<file path="src/rtl/mem_bist.sv">
// BIST initiator for the mem block: writes a seeded LFSR pattern, reads it back and compares.
// Define MEM_BIST_INV_PASS_EN to append a second write/read pass with inverted data.
module mem_bist #(
   parameter int          DW     = 64,
   parameter int          AW     = 5,
   parameter int          RD_LAT = 1,
   parameter logic [31:0] SEED   = 32'h0000_07AC
) (
   input  logic          clk,
   input  logic          reset,
   input  logic          start,
   output logic          busy,
   output logic          done,
   output logic          pass,
   output logic [AW+1:0] err_count,
   output logic [AW-1:0] first_err_addr,
   output logic          mem_mode,
   output logic [AW-1:0] mem_addr,
   output logic [DW-1:0] mem_data_in,
   input  logic [DW-1:0] mem_data_out
);

   localparam logic [31:0] POLY     = 32'h8020_0003;
   localparam logic [31:0] SEED_EFF = (SEED == 32'h0) ? 32'h1 : SEED;
   localparam int          DCW      = (RD_LAT > 1) ? $clog2(RD_LAT) : 1;
`ifdef MEM_BIST_INV_PASS_EN
   localparam bit INV_EN = 1'b1;
`else
   localparam bit INV_EN = 1'b0;
`endif

   typedef enum logic [2:0] {IDLE, WRITE, READ, DRAIN, DONE} state_t;

   function automatic logic [31:0] lfsr_step(input logic [31:0] x);
      return {1'b0, x[31:1]} ^ (x[0] ? POLY : 32'h0);
   endfunction

   // {lfsr, ~lfsr}, optionally inverted, truncated or zero-extended to DW
   function automatic logic [DW-1:0] pattern(input logic [31:0] l, input logic inv);
      logic [63:0]   w;
      logic [DW-1:0] r;
      w = inv ? ~{l, ~l} : {l, ~l};
      for (int i = 0; i < DW; i++) begin
         r[i] = (i < 64) ? w[i[5:0]] : 1'b0;
      end
      return r;
   endfunction

   state_t          state_q, state_d;
   logic [31:0]     lfsr_q, lfsr_d, lfsr_nx;
   logic            inv_q, inv_d;
   logic [AW-1:0]   addr_q, addr_d;
   logic [DW-1:0]   wdat_q, wdat_d;
   logic            mode_q, mode_d;
   logic            busy_q, busy_d;
   logic            done_q, done_d;
   logic            pass_q, pass_d;
   logic [AW+1:0]   err_q, err_d;
   logic [AW-1:0]   ferr_q, ferr_d;
   logic [DCW-1:0]  dcnt_q, dcnt_d;

   logic            pv_q [RD_LAT];
   logic [DW-1:0]   pe_q [RD_LAT];
   logic [AW-1:0]   pa_q [RD_LAT];
   logic            cmp_mis;

   assign cmp_mis = pv_q[RD_LAT-1] && (pe_q[RD_LAT-1] != mem_data_out);
   assign lfsr_nx = lfsr_step(lfsr_q);

   always_comb begin
      state_d = state_q;
      lfsr_d  = lfsr_q;
      inv_d   = inv_q;
      addr_d  = addr_q;
      wdat_d  = '0;
      dcnt_d  = dcnt_q;
      pass_d  = pass_q;
      err_d   = err_q;
      ferr_d  = ferr_q;

      if (cmp_mis) begin
         if (err_q != '1) err_d = err_q + (AW+2)'(1);
         if (err_q == '0) ferr_d = pa_q[RD_LAT-1];
      end

      case (state_q)
         IDLE: begin
            if (start) begin
               state_d = WRITE;
               lfsr_d  = SEED_EFF;
               inv_d   = 1'b0;
               addr_d  = '0;
               wdat_d  = pattern(SEED_EFF, 1'b0);
               err_d   = '0;
               ferr_d  = '0;
               pass_d  = 1'b0;
            end
         end
         WRITE: begin
            if (addr_q == '1) begin
               state_d = READ;
               lfsr_d  = SEED_EFF;
               addr_d  = '0;
            end else begin
               lfsr_d  = lfsr_nx;
               addr_d  = addr_q + AW'(1);
               wdat_d  = pattern(lfsr_nx, inv_q);
            end
         end
         READ: begin
            if (addr_q == '1) begin
               state_d = DRAIN;
               addr_d  = '0;
               dcnt_d  = '0;
            end else begin
               lfsr_d  = lfsr_nx;
               addr_d  = addr_q + AW'(1);
            end
         end
         DRAIN: begin
            if (dcnt_q == DCW'(RD_LAT-1)) begin
               if (INV_EN && !inv_q) begin
                  state_d = WRITE;
                  inv_d   = 1'b1;
                  lfsr_d  = SEED_EFF;
                  addr_d  = '0;
                  wdat_d  = pattern(SEED_EFF, 1'b1);
               end else begin
                  state_d = DONE;
                  pass_d  = (err_d == '0);
               end
            end else begin
               dcnt_d = dcnt_q + DCW'(1);
            end
         end
         DONE:    state_d = IDLE;
         default: state_d = IDLE;
      endcase

      mode_d = (state_d != WRITE);
      busy_d = (state_d != IDLE);
      done_d = (state_d == DONE);
   end

   always_ff @(posedge clk) begin
      if (reset) begin
         state_q <= IDLE;
         lfsr_q  <= SEED_EFF;
         inv_q   <= 1'b0;
         addr_q  <= '0;
         wdat_q  <= '0;
         mode_q  <= 1'b1;
         busy_q  <= 1'b0;
         done_q  <= 1'b0;
         pass_q  <= 1'b0;
         err_q   <= '0;
         ferr_q  <= '0;
         dcnt_q  <= '0;
         for (int i = 0; i < RD_LAT; i++) begin
            pv_q[i] <= 1'b0;
            pe_q[i] <= '0;
            pa_q[i] <= '0;
         end
      end else begin
         state_q <= state_d;
         lfsr_q  <= lfsr_d;
         inv_q   <= inv_d;
         addr_q  <= addr_d;
         wdat_q  <= wdat_d;
         mode_q  <= mode_d;
         busy_q  <= busy_d;
         done_q  <= done_d;
         pass_q  <= pass_d;
         err_q   <= err_d;
         ferr_q  <= ferr_d;
         dcnt_q  <= dcnt_d;
         // expected word and address travel alongside the read latency
         pv_q[0] <= (state_q == READ);
         pe_q[0] <= pattern(lfsr_q, inv_q);
         pa_q[0] <= addr_q;
         for (int i = 1; i < RD_LAT; i++) begin
            pv_q[i] <= pv_q[i-1];
            pe_q[i] <= pe_q[i-1];
            pa_q[i] <= pa_q[i-1];
         end
      end
   end

   assign busy           = busy_q;
   assign done           = done_q;
   assign pass           = pass_q;
   assign err_count      = err_q;
   assign first_err_addr = ferr_q;
   assign mem_mode       = mode_q;
   assign mem_addr       = addr_q;
   assign mem_data_in    = wdat_q;

endmodule

</file>
<file path="config.mk">
export PLATFORM = sky130hd
export DESIGN_NAME = mem_bist
export DESIGN_NICKNAME = d
export VERILOG_FILES = /design/src/rtl/mem_bist.sv
export SDC_FILE = /design/constraint.sdc
export NUM_CORES = 1
export LEC_CHECK = 0
export CORE_AREA = 2 2 92 138
export CTS_BUF_LIST = sky130_fd_sc_hd__clkbuf_8
export DETAILED_ROUTE_END_ITERATION = 6
export DIE_AREA = 0 0 94 140
export GPL_ROUTABILITY_DRIVEN = 0
export HOLD_SLACK_MARGIN = 0.1
export PLACE_DENSITY = 0.86
export SYNTH_ARGS = -nofsm -noshare
export SYNTH_HDL_FRONTEND = slang
export SYNTH_SLANG_ARGS = --single-unit
</file>
<file path="constraint.sdc">
create_clock -name clk -period 4.2 [get_ports clk]
set_input_delay 0.63 -clock clk [delete_from_list [all_inputs] [get_ports clk]]
set_output_delay 0.63 -clock clk [all_outputs]
set_load 0.03 [all_outputs]
</file>
==> flow_metrics.env <==
export IMPL_outcome="finished clean"
export IMPL_post_synth_top_count_cell="dfxtp_1"
export IMPL_finalCriticalPeriod_ns=2.58
export IMPL_synth_avg_cell_area_um2=10.4
export IMPL_synth_top_cell_area_share_pct=58.8
export IMPL_crit_path_max_fanout=33
export IMPL_grtUsageTotal_pct=25.5
export IMPL_clock_latency_ns=0.46
export IMPL_cts_buffers_inserted=17
export IMPL_start_util_pct=54.1
export IMPL_clockRootBuffer="clkbuf_8"
export IMPL_syn_num_nets=694
export IMPL_drtIter0Drc=342
export IMPL_syn_inst=623
export IMPL_wl_per_cell_um=17.8
export IMPL_fmax_mhz=388
export IMPL_hold_viol=0
export IMPL_p_sw_mw=0.825
export IMPL_htreeDepth=4
export IMPL_areaGrowthSynthToFinish_pct=30.8
export IMPL_p_int_mw=2.62
export IMPL_gr_total_overflow=0
export IMPL_setup_tns_ns=0
export IMPL_layout_cells_non_filler=928
export IMPL_fillers=868
export IMPL_synth_seq_area_share_pct=58.8
export IMPL_die_h_um=140
export IMPL_grt_start_max_net_pins=81
export IMPL_period_share_pct=61.4
export IMPL_route_detailed_drc=0
export IMPL_antenna_found_initial=0
export IMPL_yosys_top_cells_count="190 x dfxtp_1, 91 x nor2_1, 66 x xnor2_1, 39 x a21oi_1, 29 x nor2b_1"
export IMPL_start_kind="register"
export IMPL_cts_setup_buffers=0
export IMPL_ios=152
export IMPL_synth_cell_types=43
export IMPL_cts_resized_gates=0
export IMPL_synthArstFlopShare_pct=0
export IMPL_combPwrFrac_pct=10.3
export IMPL_worst_pin_slew_ns=1.14
export IMPL_row_count=49
export IMPL_drive_gt1_share_pct=6.06
export IMPL_first_pass_iters=7
export IMPL_cts_sinks=190
export IMPL_max_slew_margin_pct=23.8
export IMPL_cts_tree="done"
export IMPL_slew_viol_final=0
export IMPL_via_per_inst=5.45
export IMPL_pwr_share_seq_pct=54.9
export IMPL_ant_nets=0
export IMPL_worstPathRequired_ns=4.56
export IMPL_maxCapViolCount=0
export IMPL_cp_data_arrival_time_ns=2.94
export IMPL_cts_buffer_depth=2
export IMPL_postRouteWirelength_um=16500
export IMPL_core_area_um2=12000
export IMPL_hold_ws_ns=0.449
export IMPL_fin_skew_ns=0.0124
export IMPL_leakagePower_nw=3.30
export IMPL_clkPwrFrac_pct=34.7
export IMPL_clkTransAtPathRegs_ns=0.09
export IMPL_grt_first_pass_wirelength_um=25700
export IMPL_rsz0062_at_grt="no"
export IMPL_place_hpwl_um=11800
export IMPL_worstSetupPathType="reg2reg"
export IMPL_swShare_pct=24.0
export IMPL_ys_ff_latch=190
export IMPL_postCtsHoldBufs=0
export IMPL_grt_pass1_vias=5086
export IMPL_synth_area_leaders="dfxtp_1 59%, xnor2_1 8.9%, nor2_1 5.3%"
export IMPL_die_w_um=94
export IMPL_vias=5053
export IMPL_yosys_most_used_dff="dfxtp_1"
export IMPL_diodes=0
export IMPL_synth_top_cell_by_area="dfxtp_1"
export IMPL_io_buffer_count=151
export IMPL_hold_class="reg2reg"
export IMPL_dp_cells=899
export IMPL_final_setup_viol_count=0
export IMPL_powerDensity_nw_per_um2=407
export IMPL_fin_nets=836
export IMPL_synth_edff_count=0
export IMPL_end_kind="register"
export IMPL_peakVddDrop_mv=0.308
export IMPL_syn_area_um2=6470
export IMPL_ys_warn_count=0
export IMPL_dieArea_um2=13200
worst max-delay path: stages (launching register included):
cell      delay [ns]
dfxtp_1         0.37
ha_1            0.25
and3_1          0.19
ha_1            0.24
nand3b_1        0.20
a2111o_1        0.87
a21oi_1         0.35
power by group through the flow:
stage,combinational [mW],clock (mW),sequential (mW)
detailed placement,0.353,0,1.93
floorplan,0.136,0,1.98
finish,0.356,1.20,1.89
CTS,0.356,1.20,1.89
global route,0.377,1.28,1.90
global placement,0.345,0,1.93
cells by family after synthesis:
kind of cell	count (synthesis)	share of synthesized area (%)
AOI/OAI and AO/OA	84	8.12
xor gates and xnor gates	70	9.47
adders and majority gates	4	0.773
buffers and inverters	45	2.88
DFF	190	58.8
muxes	6	0.928
and+or+nand+nor	224	19.0
routing by layer:
layer  vias to the layer above  wire (µm)  GRT usage, %
met5                         -          0             0
met4                         0        622          13.0
met3                        50       1190          6.99
met2                       256       8730          45.4
met1                      2392       5920          27.1
li1                       2355          -             -
worst paths after layout:
kind	from	to	slack (ns)	depth (start not counted)
worst max-delay path	mem_addr[0]	mem_data_in[1]	1.62	6
worst min-delay path	lfsr_q[30]	pe_q[0][30]	0.45	1
worst max register to register	mem_addr[0]	mem_data_in[1]	1.62	6
worst min register to register	lfsr_q[30]	pe_q[0][30]	0.45	1
layout by cell type (no fill, tap or decap), types with 4 or more instances in the layout:
cell type	instances
dfxtp_1	190
clkdlybuf4s50_1	150
nor2_1	91
xnor2_1	66
a21oi_1	39
nor2b_1	29
nand4_1	19
and2_1	18
clkbuf_8	18
nand2b_1	14
inv_1	13
nor3_1	13
o22ai_1	12
nand2_1	11
a22oi_1	10
a22o_1	9
mux2i_1	6
o21ai_0	5
buf_4	5
and3_1	4
xor2_1	4
nor4_4	4
ha_1	4
clkinv_4	4
through the flow:
step	setup slack, ns	power (mW)	cell area, µm²	utilization [%]
after floorplan	1.95	2.12	6470	-
after global placement	1.37	2.28	8070	67.5
after detailed placement	1.33	2.29	8070	67.5
after CTS	1.62	3.45	8460	70.8
after global routing	1.50	3.55	8460	70.8
final	1.62	3.44	8460	70.8
registers in the layout, summed over array words and instances, names as in the netlist:
name            cells
busy                1
done                1
err_count           7
first_err_addr      5
lfsr_q             32
mem_addr            5
mem_data_in        64
mem_mode            1
pa_q                5
pass                1
pe_q               64
pv_q                1
state_q             3
area by class of cell:
class / instances / area [µm²] / area share (%)
clock inverter: 11 / 146 / 1.73
timing repair buffer: 156 / 1540 / 18.2
clock buffer: 18 / 248 / 2.93
multi-input combinational: 388 / 2490 / 29.4
tap: 153 / 191 / 2.26
inverter: 12 / 45.0 / 0.532
sequential: 190 / 3800 / 44.9
Power figures use the tool's default switching activity.
